==> src/rtl/pr_pkg.sv <==
// Shared types for the differential alert channel: sender/receiver pairs,
// receiver FSM states and the idle (reset) encodings of both directions.
package pr_pkg;

  typedef struct packed {
    logic alert_p;
    logic alert_n;
  } alert_tx_t;

  typedef struct packed {
    logic ping_p;
    logic ping_n;
    logic ack_p;
    logic ack_n;
  } alert_rx_t;

  typedef enum logic [1:0] {
    AlertRxIdle,
    AlertRxAckHold,
    AlertRxPause0,
    AlertRxPause1
  } alert_rx_state_e;

  localparam alert_tx_t ALERT_TX_IDLE = '{alert_p: 1'b0, alert_n: 1'b1};
  localparam alert_rx_t ALERT_RX_IDLE = '{ping_p: 1'b0, ping_n: 1'b1,
                                         ack_p:  1'b0, ack_n:  1'b1};

endpackage

==> src/rtl/alert_rx_chan.sv <==
// One alert receiver channel: 2-flop synchronizer, integrity check, ack FSM.
// Ping support is compiled in only when PR_ALERT_PING_EN is defined.
module alert_rx_chan
  import pr_pkg::*;
(
  input  logic      clk_i,
  input  logic      rst_ni,
  input  alert_tx_t alert_tx_i,
  output alert_rx_t alert_rx_o,
  output logic      alert_o,
  output logic      integ_fail_o,
  input  logic      ping_req_i,
  output logic      ping_ok_o
);

  logic [1:0] sync_p_d, sync_p_q;
  logic [1:0] sync_n_d, sync_n_q;
  logic       pair_bad_d, pair_bad_q;
  logic       integ_fail_d, integ_fail_q;
  logic       ack_d, ack_q;
  logic       alert_d, alert_q;
  logic       accept;
  logic       alert_asserted, alert_deasserted;
  alert_rx_state_e state_d, state_q;

  assign alert_asserted   =  sync_p_q[1] & ~sync_n_q[1];
  assign alert_deasserted = ~sync_p_q[1] &  sync_n_q[1];

  // A single non-complementary cycle is sender skew; two in a row is a fault.
  always_comb begin
    sync_p_d     = {sync_p_q[0], alert_tx_i.alert_p};
    sync_n_d     = {sync_n_q[0], alert_tx_i.alert_n};
    pair_bad_d   = (sync_p_q[1] == sync_n_q[1]);
    integ_fail_d = pair_bad_d & pair_bad_q;
  end

  // NOTE: every signal gets a default before the case so no latch is inferred.
  always_comb begin
    state_d = state_q;
    ack_d   = ack_q;
    accept  = 1'b0;
    if (integ_fail_d) begin
      state_d = AlertRxIdle;
      ack_d   = 1'b0;
    end else begin
      unique case (state_q)
        AlertRxIdle: begin
          if (alert_asserted) begin
            state_d = AlertRxAckHold;
            ack_d   = 1'b1;
            accept  = 1'b1;
          end
        end
        AlertRxAckHold: begin
          if (alert_deasserted) begin
            state_d = AlertRxPause0;
            ack_d   = 1'b0;
          end
        end
        AlertRxPause0: state_d = AlertRxPause1;
        AlertRxPause1: state_d = AlertRxIdle;
        default:       state_d = AlertRxIdle;
      endcase
    end
  end

  // NOTE: sequential state uses non-blocking assignments only; the synchronizer
  // resets to the deasserted encoding so reset never looks like an alert.
  always_ff @(posedge clk_i or negedge rst_ni) begin
    if (!rst_ni) begin
      sync_p_q     <= {2{ALERT_TX_IDLE.alert_p}};
      sync_n_q     <= {2{ALERT_TX_IDLE.alert_n}};
      pair_bad_q   <= 1'b0;
      integ_fail_q <= 1'b0;
      ack_q        <= 1'b0;
      alert_q      <= 1'b0;
      state_q      <= AlertRxIdle;
    end else begin
      sync_p_q     <= sync_p_d;
      sync_n_q     <= sync_n_d;
      pair_bad_q   <= pair_bad_d;
      integ_fail_q <= integ_fail_d;
      ack_q        <= ack_d;
      alert_q      <= alert_d;
      state_q      <= state_d;
    end
  end

`ifdef PR_ALERT_PING_EN
  logic ping_level_d, ping_level_q;
  logic ping_pending_d, ping_pending_q;
  logic ping_ok_d, ping_ok_q;

  // The handshake that follows a ping is its answer, not a real alert.
  always_comb begin
    ping_level_d   = ping_level_q;
    ping_pending_d = ping_pending_q;
    ping_ok_d      = accept &  ping_pending_q;
    alert_d        = accept & ~ping_pending_q;
    if (accept && ping_pending_q) begin
      ping_pending_d = 1'b0;
    end
    if (state_q == AlertRxIdle && ping_req_i && !ping_pending_q) begin
      ping_level_d   = ~ping_level_q;
      ping_pending_d = 1'b1;
    end
  end

  always_ff @(posedge clk_i or negedge rst_ni) begin
    if (!rst_ni) begin
      ping_level_q   <= ALERT_RX_IDLE.ping_p;
      ping_pending_q <= 1'b0;
      ping_ok_q      <= 1'b0;
    end else begin
      ping_level_q   <= ping_level_d;
      ping_pending_q <= ping_pending_d;
      ping_ok_q      <= ping_ok_d;
    end
  end

  assign alert_rx_o.ping_p = ping_level_q;
  assign alert_rx_o.ping_n = ~ping_level_q;
  assign ping_ok_o         = ping_ok_q;
`else
  logic unused_ping_req;
  assign unused_ping_req   = ping_req_i;
  assign alert_d           = accept;
  assign alert_rx_o.ping_p = ALERT_RX_IDLE.ping_p;
  assign alert_rx_o.ping_n = ALERT_RX_IDLE.ping_n;
  assign ping_ok_o         = 1'b0;
`endif

  assign alert_rx_o.ack_p = ack_q;
  assign alert_rx_o.ack_n = ~ack_q;
  assign alert_o          = alert_q;
  assign integ_fail_o     = integ_fail_q;

endmodule

==> src/rtl/alert_rx_bank.sv <==
// Bank of independent alert receivers, one alert_rx_chan per channel.
// Ping support follows PR_ALERT_PING_EN inside alert_rx_chan.
module alert_rx_bank
  import pr_pkg::*;
#(
  parameter int NumAlerts = 3
) (
  input  logic                      clk_i,
  input  logic                      rst_ni,
  input  alert_tx_t [NumAlerts-1:0] alert_tx_i,
  output alert_rx_t [NumAlerts-1:0] alert_rx_o,
  output logic      [NumAlerts-1:0] alert_o,
  output logic      [NumAlerts-1:0] integ_fail_o,
  input  logic      [NumAlerts-1:0] ping_req_i,
  output logic      [NumAlerts-1:0] ping_ok_o
);

  for (genvar i = 0; i < NumAlerts; i++) begin : g_chan
    alert_rx_chan u_chan (
      .clk_i        (clk_i),
      .rst_ni       (rst_ni),
      .alert_tx_i   (alert_tx_i[i]),
      .alert_rx_o   (alert_rx_o[i]),
      .alert_o      (alert_o[i]),
      .integ_fail_o (integ_fail_o[i]),
      .ping_req_i   (ping_req_i[i]),
      .ping_ok_o    (ping_ok_o[i])
    );
  end

endmodule

==> config.mk <==
export PLATFORM = sky130hd
export DESIGN_NAME = alert_rx_bank
export DESIGN_NICKNAME = d
export VERILOG_FILES = /design/src/rtl/pr_pkg.sv /design/src/rtl/alert_rx_chan.sv /design/src/rtl/alert_rx_bank.sv
export SDC_FILE = /design/constraint.sdc
export NUM_CORES = 1
export LEC_CHECK = 0
export ABC_AREA = 1
export BUFFER_PORTS_ARGS = -buffer_cell sky130_fd_sc_hd__buf_2
export CAP_MARGIN = 40
export CORE_UTILIZATION = 49
export DETAILED_ROUTE_END_ITERATION = 12
export PLACE_DENSITY = 0.71
export SKIP_LAST_GASP = 1
export SLEW_MARGIN = 20
export SYNTH_ARGS = -nofsm -noshare
export SYNTH_HDL_FRONTEND = slang
export SYNTH_HIERARCHICAL = 1
export SYNTH_SLANG_ARGS = --single-unit
export TNS_END_PERCENT = 1
==> constraint.sdc <==
create_clock -name clk_i -period 1.7 [get_ports clk_i]
set_clock_uncertainty 0.2 [all_clocks]
set_input_delay 0.255 -clock clk_i [delete_from_list [all_inputs] [get_ports clk_i]]
set_output_delay 0.255 -clock clk_i [all_outputs]
set_load 0.02 [all_outputs]
==> results by group <==
Min path
  – Min-Delay Path Class: reg -> reg
  – Worst Min Path Start: g_chan[2].u_chan/sync_p_q[0]
  – WHS Path Cells: 0
  – Hold Path End: g_chan[2].u_chan/sync_p_q[1]

Final layout
  – Final nets: 197
  – Fin cells: 203
  – Layout cells sized above 1: 24.4%
  – Final instance area: 1640 um^2
  – N_diodes: 0
  – Area Overhead vs Synth: 14.2%

Synth
  – Syn Inst Count: 147
  – Syn Std Cell Area: 1430 um^2
  – Mean Syn Cell Area: 9.75 um^2
  – Post-synthesis sequential area ratio: 52.9%
  – Synth warnings: 6
  – Register bit total from synthesis: 30
  – Synth cell types: 13

Die
  – Die width: 56.1 um
  – DIE AREA: 3150 um^2
  – IO Count: 32
  – Initial core utilization: 52.0%
  – Num rows: 19
  – Die H: 56.1 um
  – Total core area: 2760 um^2

Placed design
  – PortBufs: 19
  – Gpl congestion: 0.743
  – Final HPWL DP: 1480 um
  – Placed insts: 188
  – Placed Instance Area: 1490 um^2

Timing
  – Fin crit share: 83.0%
  – Final Hold Viols: 0
  – Minimum clock period: 1.41 ns
  – Pins Over Slew Limit: 0
  – Least-Margin Pin Slew: 0.622 ns
  – Max Freq: 709 MHz
  – Post-route setup TNS: 0 ns
  – RSZ-0062 raised after global routing: no
  – Final setup violation count: 0
  – Max-slew headroom: 58.5%

CTS
  – Worst-path clk slew: 0.08 ns
  – Worst-case clock buffer depth: 2
  – H-tree lvl count: 2
  – CTS-repair resized insts: 0
  – CTS tree: done
  – Clock Sinks: 30
  – Clk root buf: clkbuf_4
  – Later-pin clock latency in the skew report: 0.31 ns
  – Total CTS buffers: 5

Setup path
  – Cells along the critical path: ha_1 -> nand2_1 -> nand4_1 -> nand2_1
  – RR Endpoint: g_chan[0].u_chan/state_q[0]
  – Critical path data required time: 1.75 ns
  – CP peak stage delay: 0.54 ns
  – Reg2reg start: g_chan[0].u_chan/sync_n_q[1]
  – Worst setup EP type: register
  – CP Launch Type: register
  – Top cell by count, worst path: nand2_1
  – Highest-delay cell along the critical path: dfstp_2
  – Crit path arrival time: 1.46 ns
  – CP Max Fanout: 6
  – FF-to-FF setup slack: 0.29 ns
  – CP Class: reg -> reg
  – CP delay by family, top: flip-flops
  – Worst R2R Path Depth: 4
  – Buf/Inv on CP: 0

Route
  – Pre-Repair DR Iteration Count: 4
  – Detail Route Antenna Nets: 0
  – Initial drt markers: 23
  – Via density: 4.57
  – Routed len/inst: 9.54 um
  – Final wirelength: 1940 um
  – Remaining DRCs: 0
  – Routed vias: 927

Pwr
  – Power Dens Cells: 1360 nW/um^2
  – Total power: 2.23 mW
  – VDD IR max: 0.962 mV
  – Lkg Pwr: 0.940 nW

Global route
  – Met2 GRT Util: 27.0%
  – Initial antenna violation count: 0
  – Congestion Overflow GR: 0
  – First-pass GRT wire length: 3710 um
  – Pin count of the biggest net entering global routing: 31
  – Vias in the first global route: 964
  – Met1 GRT Util: 16.6%
  – Busiest grt layer: met2
  – Met3 usage: 5.58%
  – GRT Resource Usage Total: 15.6%

Run
  – Max-cap viol count: 0

Status
  – Status: finished clean
-- flip-flops by register name, indices dropped and copies added, names as in the netlist --
register	cells
g_chan.u_chan/ack_q	3
g_chan.u_chan/alert_o	3
g_chan.u_chan/integ_fail_o	3
g_chan.u_chan/pair_bad_q	3
g_chan.u_chan/state_q	6
g_chan.u_chan/sync_n_q	6
g_chan.u_chan/sync_p_q	6
-- cells in the mapped netlist --
cell     instances  share of area [%]
a21oi_1          3                1.0
buf_4           12                6.3
conb_1           6                1.6
dfrtp_1         24                 42
dfstp_2          6                 11
ha_1            15                 13
inv_1           33                8.6
nand2_1         21                5.5
nand2_2          6                2.6
nand3_1          6                2.1
nand3_2          3                2.1
nand4_1          6                2.6
nor2_1           6                1.6
-- per-stage QoR --
step	utilization (%)	hold WS, ns	setup slack, ns
after floorplan	-	-0.241	0.412
after global placement	54.0	0.106	0.343
after detailed placement	54.0	0.112	0.304
after CTS	59.4	0.155	0.283
after global routing	59.4	0.163	0.162
final	59.4	0.153	0.290
-- final cells by class --
class,count,area (um^2)
Clock buffer,8,78.8
Multi-Input combinational cell,75,473
Inverter,33,124
Timing Repair Buffer,26,165
Sequential cell,30,758
Fill cell,240,1120
Tap cell,31,38.8
-- power breakdown --
part	switching, mW	total [mW]	leakage, nW	internal (mW)
registers	0.0805	0.929	0.363	0.849
logic	0.519	0.805	0.533	0.286
clock network	0.214	0.497	0.0446	0.282
total	0.813	2.23	0.940	1.42
-- worst max-delay path by stage --
| stage | start | to | slack [ns] | depth (start not counted) |
|---|---|---|---|---|
| after floorplan | g_chan[0].u_chan/sync_n_q[1] | g_chan[0].u_chan/ack_q | 0.41 | 6 |
| after global placement | g_chan[1].u_chan/sync_n_q[1] | g_chan[1].u_chan/state_q[1] | 0.34 | 4 |
| after detailed placement | g_chan[0].u_chan/sync_n_q[1] | g_chan[0].u_chan/state_q[0] | 0.30 | 4 |
| after CTS | g_chan[0].u_chan/sync_n_q[1] | g_chan[0].u_chan/state_q[0] | 0.28 | 4 |
| after global routing | g_chan[2].u_chan/sync_n_q[1] | g_chan[2].u_chan/state_q[0] | 0.16 | 7 |
| final | g_chan[0].u_chan/sync_n_q[1] | g_chan[0].u_chan/state_q[0] | 0.29 | 4 |
-- timing repair --
item / in CTS / in global routing
hold buffers: 7 / 0
setup buffers: 0 / 0
endpoints found under the hold margin: 30 / 0
-- kinds of logic (layout without fill, tap and decap cells) --
group | after synthesis | count (layout) | share of synthesized area, %
and+or+nand+nor | 48 | 48 | 16.5
DFF | 30 | 30 | 52.9
other | 6 | 9 | 1.57
AOI/OAI and AO/OA | 3 | 3 | 1.05
adders and majority gates | 15 | 15 | 13.1
buffers and inverters | 45 | 67 | 14.9
-- routing by layer --
metal / vias up / part of all wire (%)
li1: 463 / -
met2: 32 / 50
met5: - / 0
met3: 7 / 6.4
met4: 0 / 1.9
met1: 425 / 42
-- placed cells by master (no fill, tap or decap), types with 5 or more instances in the layout --
| cell type | netlist | layout |
|---|---|---|
| buf_2 | 0 | 19 |
| clkbuf_4 | 0 | 5 |
| conb_1 | 6 | 9 |
| dfrtp_1 | 24 | 24 |
| dfstp_2 | 6 | 6 |
| dlygate4sd3_1 | 0 | 7 |
| ha_1 | 15 | 15 |
| inv_1 | 33 | 33 |
| nand2_1 | 21 | 21 |
| nand2_2 | 6 | 6 |
| nand3_1 | 6 | 6 |
| nand4_1 | 6 | 6 |
| nor2_1 | 6 | 6 |
No activity file was read; power rests on OpenSTA's default activity.
